### src/rtl/task_dispatcher.sv
// ============================================================================
// Module   : task_dispatcher
// Brief    : Scans NUM_TASKS {id, prio} words, dispatches the highest-priority
//            ready task on the op bus, waits for its exe_flag, runs a fixed
//            time slice and issues Finish. Optional ROUND_ROBIN_TIE_EN rotates
//            the scan start point for fairness among equal priorities.
// Revision : 1.0 - initial release
// ============================================================================
`default_nettype none

module task_dispatcher #(
    parameter int NUM_TASKS    = 8,
    parameter int SLICE_CYCLES = 1000,
    parameter int ACK_TIMEOUT  = 16
) (
    input  logic                      CLK,
    input  logic                      RST,
    input  logic                      start,
    input  logic [NUM_TASKS*16-1:0]   task_words,
    input  logic [NUM_TASKS-1:0]      exe_flags,
    output logic [15:0]               out_op,
    output logic                      op_valid,
    output logic                      busy,
    output logic [7:0]                sel_id,
    output logic                      no_ready,
    output logic                      ack_err
);

    localparam int IDX_W   = (NUM_TASKS    > 1) ? $clog2(NUM_TASKS)    : 1;
    localparam int ACK_W   = (ACK_TIMEOUT  > 1) ? $clog2(ACK_TIMEOUT)  : 1;
    localparam int SLICE_W = (SLICE_CYCLES > 1) ? $clog2(SLICE_CYCLES) : 1;

    localparam logic [IDX_W-1:0]   c_LAST_IDX   = IDX_W'(NUM_TASKS - 1);
    localparam logic [ACK_W-1:0]   c_ACK_LAST   = ACK_W'(ACK_TIMEOUT - 1);
    localparam logic [SLICE_W-1:0] c_SLICE_LAST = SLICE_W'(SLICE_CYCLES - 1);
    localparam logic [3:0]         c_OP_EXE     = 4'h7;
    localparam logic [3:0]         c_OP_FIN     = 4'hF;

    typedef enum logic [2:0] {
        S_IDLE      = 3'd0,
        S_SCAN      = 3'd1,
        S_ISSUE_EXE = 3'd2,
        S_WAIT_ACK  = 3'd3,
        S_RUN       = 3'd4,
        S_ISSUE_FIN = 3'd5
    } state_t;

    state_t               r_state;
    state_t               w_state_nxt;

    logic [IDX_W-1:0]     r_idx;
    logic [IDX_W-1:0]     r_scan_cnt;
    logic                 r_best_valid;
    logic [7:0]           r_best_prio;
    logic [7:0]           r_best_id;
    logic [IDX_W-1:0]     r_best_idx;
    logic [7:0]           r_sel_id;
    logic [IDX_W-1:0]     r_sel_idx;
    logic [ACK_W-1:0]     r_ack_cnt;
    logic [SLICE_W-1:0]   r_slice_cnt;
    logic                 r_no_ready;

    logic [15:0]          w_words [NUM_TASKS];
    logic [15:0]          w_word;
    logic                 w_take;
    logic                 w_found;
    logic                 w_scan_last;
    logic                 w_flag;
    logic [IDX_W-1:0]     w_idx_inc;
    logic [IDX_W-1:0]     w_scan_start;
    logic [7:0]           w_sel_id_nxt;
    logic [IDX_W-1:0]     w_sel_idx_nxt;

    for (genvar g = 0; g < NUM_TASKS; g++) begin : g_unpack
        assign w_words[g] = task_words[16*g +: 16];
    end

    assign w_word      = w_words[r_idx];
    // Strict compare: the earliest visited index keeps a tie
    assign w_take      = (|w_word) && (!r_best_valid || (w_word[7:0] > r_best_prio));
    assign w_found     = r_best_valid || w_take;
    assign w_scan_last = (r_scan_cnt == c_LAST_IDX);
    assign w_flag      = exe_flags[r_sel_idx];
    assign w_idx_inc   = (r_idx == c_LAST_IDX) ? '0 : r_idx + 1'b1;

    assign w_sel_id_nxt  = w_take ? w_word[15:8] : r_best_id;
    assign w_sel_idx_nxt = w_take ? r_idx        : r_best_idx;

`ifdef ROUND_ROBIN_TIE_EN
    logic [IDX_W-1:0]     r_last_idx;

    assign w_scan_start = (r_last_idx == c_LAST_IDX) ? '0 : r_last_idx + 1'b1;

    always_ff @(posedge CLK) begin
        if (RST) begin
            r_last_idx <= c_LAST_IDX;
        end else if (r_state == S_SCAN && w_scan_last && w_found) begin
            r_last_idx <= w_sel_idx_nxt;
        end
    end
`else
    assign w_scan_start = '0;
`endif

    always_ff @(posedge CLK) begin
        if (RST) begin
            r_state <= S_IDLE;
        end else begin
            r_state <= w_state_nxt;
        end
    end

    always_comb begin
        w_state_nxt = r_state;
        out_op      = 16'h0000;
        op_valid    = 1'b0;
        ack_err     = 1'b0;
        case (r_state)
            S_IDLE: begin
                if (start) begin
                    w_state_nxt = S_SCAN;
                end
            end
            S_SCAN: begin
                if (w_scan_last) begin
                    w_state_nxt = w_found ? S_ISSUE_EXE : S_IDLE;
                end
            end
            S_ISSUE_EXE: begin
                out_op      = {4'h0, r_sel_id[3:0], c_OP_EXE, 4'h0};
                op_valid    = 1'b1;
                w_state_nxt = S_WAIT_ACK;
            end
            S_WAIT_ACK: begin
                if (w_flag) begin
                    w_state_nxt = S_RUN;
                end else if (r_ack_cnt == c_ACK_LAST) begin
                    ack_err     = 1'b1;
                    w_state_nxt = S_IDLE;
                end
            end
            S_RUN: begin
                // A task that drops its flag has left on its own; no Finish
                if (!w_flag) begin
                    w_state_nxt = S_IDLE;
                end else if (r_slice_cnt == c_SLICE_LAST) begin
                    w_state_nxt = S_ISSUE_FIN;
                end
            end
            S_ISSUE_FIN: begin
                out_op      = {4'h0, r_sel_id[3:0], c_OP_FIN, 4'h0};
                op_valid    = 1'b1;
                w_state_nxt = S_IDLE;
            end
            default: begin
                w_state_nxt = S_IDLE;
            end
        endcase
    end

    always_ff @(posedge CLK) begin
        if (RST) begin
            r_idx        <= '0;
            r_scan_cnt   <= '0;
            r_best_valid <= 1'b0;
            r_best_prio  <= '0;
            r_best_id    <= '0;
            r_best_idx   <= '0;
            r_sel_id     <= '0;
            r_sel_idx    <= '0;
            r_ack_cnt    <= '0;
            r_slice_cnt  <= '0;
            r_no_ready   <= 1'b0;
        end else begin
            r_no_ready <= 1'b0;
            case (r_state)
                S_IDLE: begin
                    if (start) begin
                        r_idx        <= w_scan_start;
                        r_scan_cnt   <= '0;
                        r_best_valid <= 1'b0;
                        r_best_prio  <= '0;
                    end
                end
                S_SCAN: begin
                    if (w_take) begin
                        r_best_valid <= 1'b1;
                        r_best_prio  <= w_word[7:0];
                        r_best_id    <= w_word[15:8];
                        r_best_idx   <= r_idx;
                    end
                    r_idx <= w_idx_inc;
                    if (w_scan_last) begin
                        if (w_found) begin
                            r_sel_id  <= w_sel_id_nxt;
                            r_sel_idx <= w_sel_idx_nxt;
                        end else begin
                            r_no_ready <= 1'b1;
                        end
                    end else begin
                        r_scan_cnt <= r_scan_cnt + 1'b1;
                    end
                end
                S_ISSUE_EXE: begin
                    r_ack_cnt <= '0;
                end
                S_WAIT_ACK: begin
                    if (w_flag) begin
                        r_slice_cnt <= '0;
                    end else if (r_ack_cnt != c_ACK_LAST) begin
                        r_ack_cnt <= r_ack_cnt + 1'b1;
                    end
                end
                S_RUN: begin
                    if (r_slice_cnt != c_SLICE_LAST) begin
                        r_slice_cnt <= r_slice_cnt + 1'b1;
                    end
                end
                default: begin
                end
            endcase
        end
    end

    assign busy     = (r_state != S_IDLE);
    assign sel_id   = r_sel_id;
    assign no_ready = r_no_ready;

endmodule

`default_nettype wire
### config.mk
export PLATFORM = sky130hd
export DESIGN_NAME = task_dispatcher
export DESIGN_NICKNAME = d
export VERILOG_FILES = /design/src/rtl/task_dispatcher.sv
export SDC_FILE = /design/constraint.sdc
export NUM_CORES = 1
export LEC_CHECK = 0
export BUFFER_PORTS_ARGS = -buffer_cell sky130_fd_sc_hd__buf_2
export CORE_MARGIN = 3
export CORE_UTILIZATION = 35
export DETAILED_ROUTE_END_ITERATION = 10
export SETUP_SLACK_MARGIN = 0.15
export SLEW_MARGIN = 20
export SYNTH_ARGS = -nofsm -noshare
export SYNTH_HDL_FRONTEND = slang
export SYNTH_SLANG_ARGS = --single-unit
### constraint.sdc
create_clock -name CLK -period 10.7 [get_ports CLK]
set_input_delay 1.07 -clock CLK [delete_from_list [all_inputs] [get_ports CLK]]
set_output_delay 1.07 -clock CLK [all_outputs]
set_load 0.005 [all_outputs]
==> metrics.csv, run 1 <==
stage,metric,value,unit
sta,Final Hold Fails,0,
critical_path,"Slowest-stage cell, CP",a21oi_1,
critical_path,startpoint types,flop,
floorplan,initial core utilization,35.96,%
place,DP Wirelength,9644,um
cts,post-CTS setup buffer count,0,
cts,CTS sink cnt,55,
synth,synthesized area,0.004124,mm^2
floorplan,Ports,167,
critical_path,CP max stage delay,0.90,ns
synth,Yosys reg bits,55,
grt,largest net degree at the start of global routing,56,
worst_hold_path,worst hold path depth,2,
critical_path,CP cell instances,buf_4 -> mux4_2 -> mux2_2 -> ha_1 -> and3_1 -> o21ai_0 -> a21oi_1 -> o21ai_0 -> a21oi_1 -> and2_1 -> o21ai_0,
critical_path,Crit. path cell count,11,
worst_hold_path,hold crit path type,reg2reg,
sta,# setup viols final,0,
sta,Max Fclk,227.7,MHz
cts,clock root buffer,clkbuf_16,
grt,initial antenna violation count,0,
sta,min Tclk post-route,4.393,ns
place,GP Congestion,0.9083,
synth,YS warnings,0,
drt,DRC,0,
critical_path,Register-to-Register Path Depth,11,
final_layout,n_diodes,0,
floorplan,Chip Height,114.6,um
sta,Slew HR,26.07,%
drt,Detailed Route WL,12050,um
run_status,status,"complete, no violations",
place,IO Port Bufs,158,
power,Peak supply drop,0.08596,mV
floorplan,die width,114.6,um
synth,post-synthesis sequential area ratio,26.70,%
drt,Vias,4018,
place,pre-CTS setup slack,6.197,ns
critical_path,critical path capture point type,flop,
synth,Syn Inst Count,446,
power,overall power,0.6661,mW
sta,WHS,0.4690,ns
sta,final setup TNS,0,ns
cts,H-tree levels,2,
final_layout,share of cells above drive strength 1,37.76,%
drt,DR pass1 iterations,4,
grt,GRT overflow,0,
final_layout,final net count,732,
synth,"FFs w/ async S/R, synth",0,%
synth,number of flops mapped to enable cells by yosys,0,
cts,CTS tree,done,
drt,"antenna viol nets, final",0,
critical_path,crit-path max FO,42,
critical_path,CP required,10.86,ns
synth,Post-Syn Area per Cell,9.247,um^2
floorplan,die area,0.01312,mm^2
floorplan,row count,39,
sta,RSZ-0062 raised after global routing,false,
critical_path,"CP delay by family, top",compound AO/OA/AOI/OAI gates,
job,max-capacitance violation count,0,
synth,Synth cell types,56,
place,placed inst area,0.004898,mm^2
drt,vias per cell,5.557,
sta,fin. max-slew vios,0,
cts,CTS resizes,0,
cts,Max Buffers Root-to-Sink,2,
critical_path,crit path DAT,4.55,ns
cts,Worst-path clk slew,0.08,ns
power,cell area power density,131.7,mW/mm^2
sta,Tcrit/Tclk final,41.05,%
sta,worst setup margin,6.307,ns
cts,number of hold buffers added after CTS,0,
final_layout,Finished Cell Area,0.005057,mm^2
floorplan,core area,0.01147,mm^2
sta,Worst Clk Skew,0.009937,ns
synth,Post-synth top flop,dfxtp_1,
power,Leakage Power,2.115,nW
sta,Tightest Pin Transition,1.109,ns
grt,first-pass GRT wire length,18910,um
critical_path,Buf/Inv on CP,1,
grt,gr usage total,17.68,%
final_layout,Area Growth Syn to Fin,22.63,%
cts,clk_lat worst skew,0.30,ns
grt,vias in the first global route,3885,
drt,routed length per instance,16.66,um
critical_path,Setup CP Type,reg2reg,
critical_path,CP most frequent cell,o21ai_0,
drt,initial detailed-routing violation count,212,
cts,Num CTS Buffers,5,
## worst reg2reg max path: cells and delay by family (launching register included)
kind,cells,cell delay [ns]
compound gates,5,1.44
fa+ha+maj,1,0.31
flops,1,0.32
simple gates,2,0.74
buf+inv,1,0.52
mux,2,0.94
## stage by stage
stage | utilization, % | cells
after detailed placement | 42.72 | 715
after global placement | 42.72 | 715
after CTS | 44.10 | 723
after global routing | 44.10 | 723
after floorplan | - | 453
final | 44.10 | 723
## registers in the layout, summed over array words and instances (netlist names), 3 cells and up
signal / flops
r_best_prio: 8
sel_id: 8
r_scan_cnt: 3
r_best_id: 8
r_ack_cnt: 4
r_idx: 3
r_state: 3
r_sel_idx: 3
r_slice_cnt: 10
r_best_idx: 3
## layer usage
metal / wire, um / GRT usage [%] / share of wire (%)
met1: 5230 / 23.48 / 43
met2: 5939 / 30.50 / 49
met3: 689 / 2.378 / 5.7
met5: 0 / 0 / 0
met4: 188 / 4.038 / 1.6
## cell usage in the layout (no fill, tap or decap), drive strengths merged, types with 10 or more instances in the layout
cell    Yosys  routed
buf        26     161
dfxtp      55      55
nor2       40      40
mux4       31      31
nand2      31      31
nor3       22      22
mux2i      22      22
a21oi      19      19
ha         14      14
inv        13      14
o21ai      13      13
o221a      11      11
a211oi     10      10
and2       10      10
## final cells by class
type                    count  area [um^2]
repair buffers            161        813.3
multi-input cells         343         2754
clock inverters             3        33.78
inverters                  13        48.80
well taps                 143        178.9
clock buffers               5        125.1
flip-flops and latches     55         1104
fillers                  1108         6410
## cells by family (layout without fill, tap and decap cells)
family | after synthesis | count (layout) | synth area share [%]
simple gates | 157 | 157 | 19.36
flops | 55 | 55 | 26.70
mux | 59 | 59 | 23.91
xor+xnor | 9 | 9 | 1.912
compound gates | 96 | 96 | 16.63
buf+inv | 55 | 182 | 7.160
fa+ha+maj | 14 | 14 | 4.248
other cells | 1 | 8 | 0.09093
## final timing paths
kind / from / endpoint / slack [ns]
worst min-delay path: r_best_prio[5] / r_best_prio[5] / 0.47
worst max register to register: r_idx[0] / r_best_prio[1] / 6.31
worst max-delay path: r_idx[0] / r_best_prio[1] / 6.31
worst min register to register: r_best_prio[5] / r_best_prio[5] / 0.47
## power by group
group          leakage, nW  switching [mW]  internal (mW)
Sequential           0.447          0.0154          0.225
Combinational         1.59           0.134          0.122
Clock               0.0772          0.0798         0.0901
## Yosys cell counts (8+ instances only)
cell type  instances  area (um^2)
dfxtp_1           55         1101
nand2_1           31        116.4
buf_4             12        90.09
and2_1             9        56.30
ha_1              14        175.2
a41oi_1            8        70.07
a211oi_1          10        75.07
o21ai_0           12        60.06
o221a_1           10        112.6
inv_1             13        48.80
a21oi_1           19        95.09
nor3_1            22        110.1
clkbuf_1          16        60.06
nor2_1            40        150.1
mux4_2            31        698.2
mux2i_1           22        220.2
xor2_1             8        70.07
Power figures use the tool's default switching activity.
==> run 2, diff against run 1 <==
Clock period 10.7 ns to 3.6 ns, I/O delays scaled along.
==> metrics.csv, run 2 (synthesized netlist as in run 1, its figures left out) <==
stage,metric,value,unit
run_status,status,"complete, no violations",
final_layout,"Core Util, Final",44.95,%
critical_path,Setup CP Type,reg2reg,
place,IO Port Bufs,158,
sta,final setup TNS,0,ns
sta,# setup viols final,0,
drt,initial detailed-routing violation count,238,
critical_path,crit path DAT,3.39,ns
final_layout,Area Growth Syn to Fin,25.00,%
cts,Max Buffers Root-to-Sink,2,
sta,Tcrit/Tclk final,88.96,%
sta,worst setup margin,0.3973,ns
final_layout,Biggest register,r_slice_cnt,
grt,initial antenna violation count,0,
floorplan,die width,114.6,um
job,max-capacitance violation count,0,
cts,clk_lat worst skew,0.29,ns
cts,CTS tree,done,
critical_path,CP Launch Point,r_idx[0],
final_layout,share of cells above drive strength 1,39.12,%
power,overall power,2.005,mW
cts,H-tree levels,2,
sta,Final Hold Fails,0,
drt,Detailed Route WL,12330,um
place,DP Wirelength,10050,um
sta,fin. max-slew vios,0,
final_layout,register area,0.001106,mm^2
grt,vias in the first global route,3903,
grt,GR Util met2,30.07,%
place,GP Congestion,0.8830,
drt,Vias,4013,
power,Leakage Power,2.160,nW
worst_hold_path,hold path start,r_best_prio[4],
floorplan,row count,39,
drt,"antenna viol nets, final",0,
grt,GR Util met3,3.383,%
sta,Slew HR,39.00,%
sta,RSZ-0062 raised after global routing,false,
power,Peak supply drop,0.2355,mV
worst_hold_path,hold crit path type,reg2reg,
critical_path,CP required,3.78,ns
drt,vias per cell,5.490,
final_layout,area of the multi-input gates,0.002761,mm^2
critical_path,critical path capture point type,flop,
final_layout,most frequent cells in the layout,"158 x buf_2, 53 x dfxtp_1, 40 x nor2_1",
grt,GR peak layer,met2,
final_layout,n_diodes,0,
sta,Worst Clk Skew,0.01140,ns
grt,GRT overflow,0,
critical_path,crit-path max FO,15,
final_layout,Filler Cells Inserted,1114,
grt,gr usage total,18.37,%
floorplan,Chip Height,114.6,um
final_layout,final net count,741,
drt,DR pass1 iterations,4,
cts,number of hold buffers added after CTS,0,
grt,largest net degree at the start of global routing,59,
cts,Worst-path clk slew,0.07,ns
grt,first-pass GRT wire length,19480,um
final_layout,max reg flops,10,
final_layout,"most common cell after layout, fill and taps aside",buf_2,
cts,clock root buffer,clkbuf_16,
floorplan,die area,0.01312,mm^2
grt,met1 Use GR,25.40,%
floorplan,core area,0.01147,mm^2
power,cell area power density,388.9,mW/mm^2
sta,WHS,0.4625,ns
place,pre-CTS setup slack,0.1322,ns
cts,CTS sink cnt,55,
sta,Max Fclk,312.2,MHz
sta,min Tclk post-route,3.203,ns
sta,Tightest Pin Transition,0.9054,ns
floorplan,initial core utilization,35.96,%
drt,DRC,0,
cts,Num CTS Buffers,5,
drt,routed length per instance,16.87,um
critical_path,startpoint types,flop,
critical_path,Crit Reg-Reg Startpoint,r_idx[0],
floorplan,Ports,167,
==> run 2: layout make-up <==
class | count | area share [%]
clock inverter | 2 | 0.3155
inverter | 13 | 0.9466
timing repair buffer | 170 | 17.82
multi-input combinational | 343 | 53.57
clock buffer | 5 | 2.427
sequential | 55 | 21.46
tap | 143 | 3.471
==> run 2: worst paths after layout <==
| path | end | slack [ns] | depth (start not counted) |
|---|---|---|---|
| worst min-delay path | r_best_prio[4] | 0.46 | 2 |
| worst max-delay path | r_best_idx[1] | 0.40 | 11 |
| worst min register to register | r_best_prio[4] | 0.46 | 2 |
| worst max register to register | r_best_idx[1] | 0.40 | 11 |
==> run 2: power breakdown <==
part,leakage [nW],switching [mW],internal [mW],total (mW)
Sequential,0.447,0.0501,0.670,0.720
Clock,0.0663,0.222,0.257,0.479
Combinational,1.65,0.408,0.398,0.806
Total,2.16,0.680,1.33,2.01
==> run 2: stage by stage <==
step	std cells	instance area (um^2)
2_1_floorplan	453	4163
5_1_grt	731	5155
6_report	731	5155
4_1_cts	727	5109
3_5_place_dp	720	4965
3_3_place_gp	720	4965
==> run 2: layer usage <==
layer  part of all wire, %  vias up  wire [um]
met5                     0        -          0
met4                  0.83        0        102
met3                   6.9        7        848
met2                    48      159       5858
met1                    45     1884       5520
li1                      -     1963          -
==> run 2: critical path, stage by stage, from the launching register on <==
cell     delay, ns
dfxtp_4       0.36
buf_12        0.16
mux4_2        0.51
mux2_2        0.30
ha_1          0.30
a21o_1        0.18
a21oi_1       0.15
a21oi_1       0.08
o21ai_1       0.32
a21oi_2       0.14
and2_2        0.32
a31o_2        0.27
==> run 2: repair_timing <==
action / 4_1_cts / 5_1_grt
setup endpoints to repair: 3 / 23
gates cloned: 0 / 0
resized for setup: 1 / 2
buffers inserted: 0 / 4
==> run 3, diff against run 2 <==
Settings changed: CORE_ASPECT_RATIO from default to 0.9, CTS_BUF_LIST from default to sky130_fd_sc_hd__clkbuf_8.
==> metrics.csv, run 3 (synthesized netlist as in run 1, its figures left out) <==
stage,metric,value,unit
critical_path,crit path DAT,3.45,ns
cts,CTS tree,done,
drt,vias per cell,5.521,
cts,CTS sink cnt,55,
final_layout,"Core Util, Final",46.14,%
critical_path,crit-path max FO,33,
grt,initial antenna violation count,0,
final_layout,most frequent cells in the layout,"158 x buf_2, 53 x dfxtp_1, 40 x nor2_1",
drt,initial detailed-routing violation count,257,
sta,Worst Clk Skew,0.006805,ns
floorplan,initial core utilization,36.92,%
grt,vias in the first global route,4054,
sta,min Tclk post-route,3.246,ns
floorplan,core area,0.01117,mm^2
final_layout,Area Growth Syn to Fin,24.97,%
place,DP Wirelength,10410,um
critical_path,CP required,3.81,ns
grt,first-pass GRT wire length,20380,um
cts,Num CTS Buffers,5,
sta,RSZ-0062 raised after global routing,false,
sta,Slew HR,38.20,%
job,max-capacitance violation count,0,
drt,DR pass1 iterations,5,
cts,clk_lat worst skew,0.31,ns
grt,GRT overflow,0,
floorplan,Chip Height,109.0,um
floorplan,Ports,167,
floorplan,die area,0.01312,mm^2
sta,WHS,0.4705,ns
sta,Tightest Pin Transition,0.9173,ns
final_layout,Biggest register,r_slice_cnt,
power,cell area power density,371.3,mW/mm^2
critical_path,startpoint types,flop,
final_layout,final net count,746,
sta,final setup TNS,0,ns
place,GP Congestion,0.9099,
drt,Vias,4119,
place,placed inst area,0.004996,mm^2
cts,Max Buffers Root-to-Sink,2,
sta,Tcrit/Tclk final,90.18,%
final_layout,"most common cell after layout, fill and taps aside",buf_2,
drt,"antenna viol nets, final",0,
final_layout,n_diodes,0,
drt,Detailed Route WL,12660,um
sta,fin. max-slew vios,0,
sta,Max Fclk,308.0,MHz
grt,largest net degree at the start of global routing,36,
final_layout,max reg flops,10,
sta,Final Hold Fails,0,
place,IO Port Bufs,158,
sta,# setup viols final,0,
final_layout,Finished Cell Area,0.005154,mm^2
drt,DRC,0,
cts,Worst-path clk slew,0.10,ns
floorplan,row count,36,
critical_path,critical path capture point type,flop,
drt,routed length per instance,16.98,um
grt,gr usage total,19.15,%
final_layout,share of cells above drive strength 1,39.73,%
cts,H-tree levels,2,
floorplan,die width,120.4,um
power,Leakage Power,2.165,nW
run_status,status,"complete, no violations",
cts,clock root buffer,clkbuf_8,
critical_path,Setup CP Type,reg2reg,
power,overall power,1.913,mW
power,Peak supply drop,0.1629,mV
worst_hold_path,hold crit path type,reg2reg,
[run 3: metrics by stage]
step	instances	setup slack, ns
after floorplan	453	0.1785
after global placement	735	0.1117
after detailed placement	735	-0.03974
after CTS	746	0.2923
after global routing	746	0.1774
final	746	0.3536
[run 3: power breakdown]
part | internal [mW] | total (mW) | leakage [nW] | switching (mW)
clock network | 0.158 | 0.364 | 0.0474 | 0.207
registers | 0.670 | 0.735 | 0.447 | 0.0657
logic | 0.414 | 0.814 | 1.67 | 0.399
total | 1.24 | 1.91 | 2.16 | 0.672
[run 3: final cells by class]
cell class	instances	area [um^2]
fillers	1115	6017
multi-input cells	343	2764
flip-flops and latches	55	1109
repair buffers	175	943.4
well taps	152	190.2
clock buffers	6	82.58
inverters	13	48.80
clock inverters	2	16.27
[run 3: critical path, cell delays in order, from the launching register on]
cell and delay [ns]:
dfxtp_4 0.48, buf_4 0.22, or4_1 0.51, nor2_1 0.11
nor3_1 0.06, or4_4 0.52, or4_4 0.57, o21a_1 0.34
o221a_2 0.33
[run 3: final timing paths]
check	start	endpoint	slack, ns	depth (start not counted)
worst max-delay path	r_idx[1]	r_sel_idx[2]	0.35	8
worst min-delay path	r_best_prio[2]	r_best_prio[2]	0.47	2
worst max register to register	r_idx[1]	r_sel_idx[2]	0.35	8
worst min register to register	r_best_prio[2]	r_best_prio[2]	0.47	2
[run 3: layer usage]
layer	global-route usage, %	share of wire, %	vias up
li1	-	-	1978
met1	25.25	43	1946
met2	33.19	48	180
met3	2.956	7.1	15
met4	4.612	1.9	0
met5	0	0	-
[run 3: what timing repair did]
item	CTS	global route
setup endpoints to repair	31	18
pin swaps	1	0
hold endpoints to repair	0	0
resized for setup	3	1
hold buffers	0	0
buffers inserted	3	0
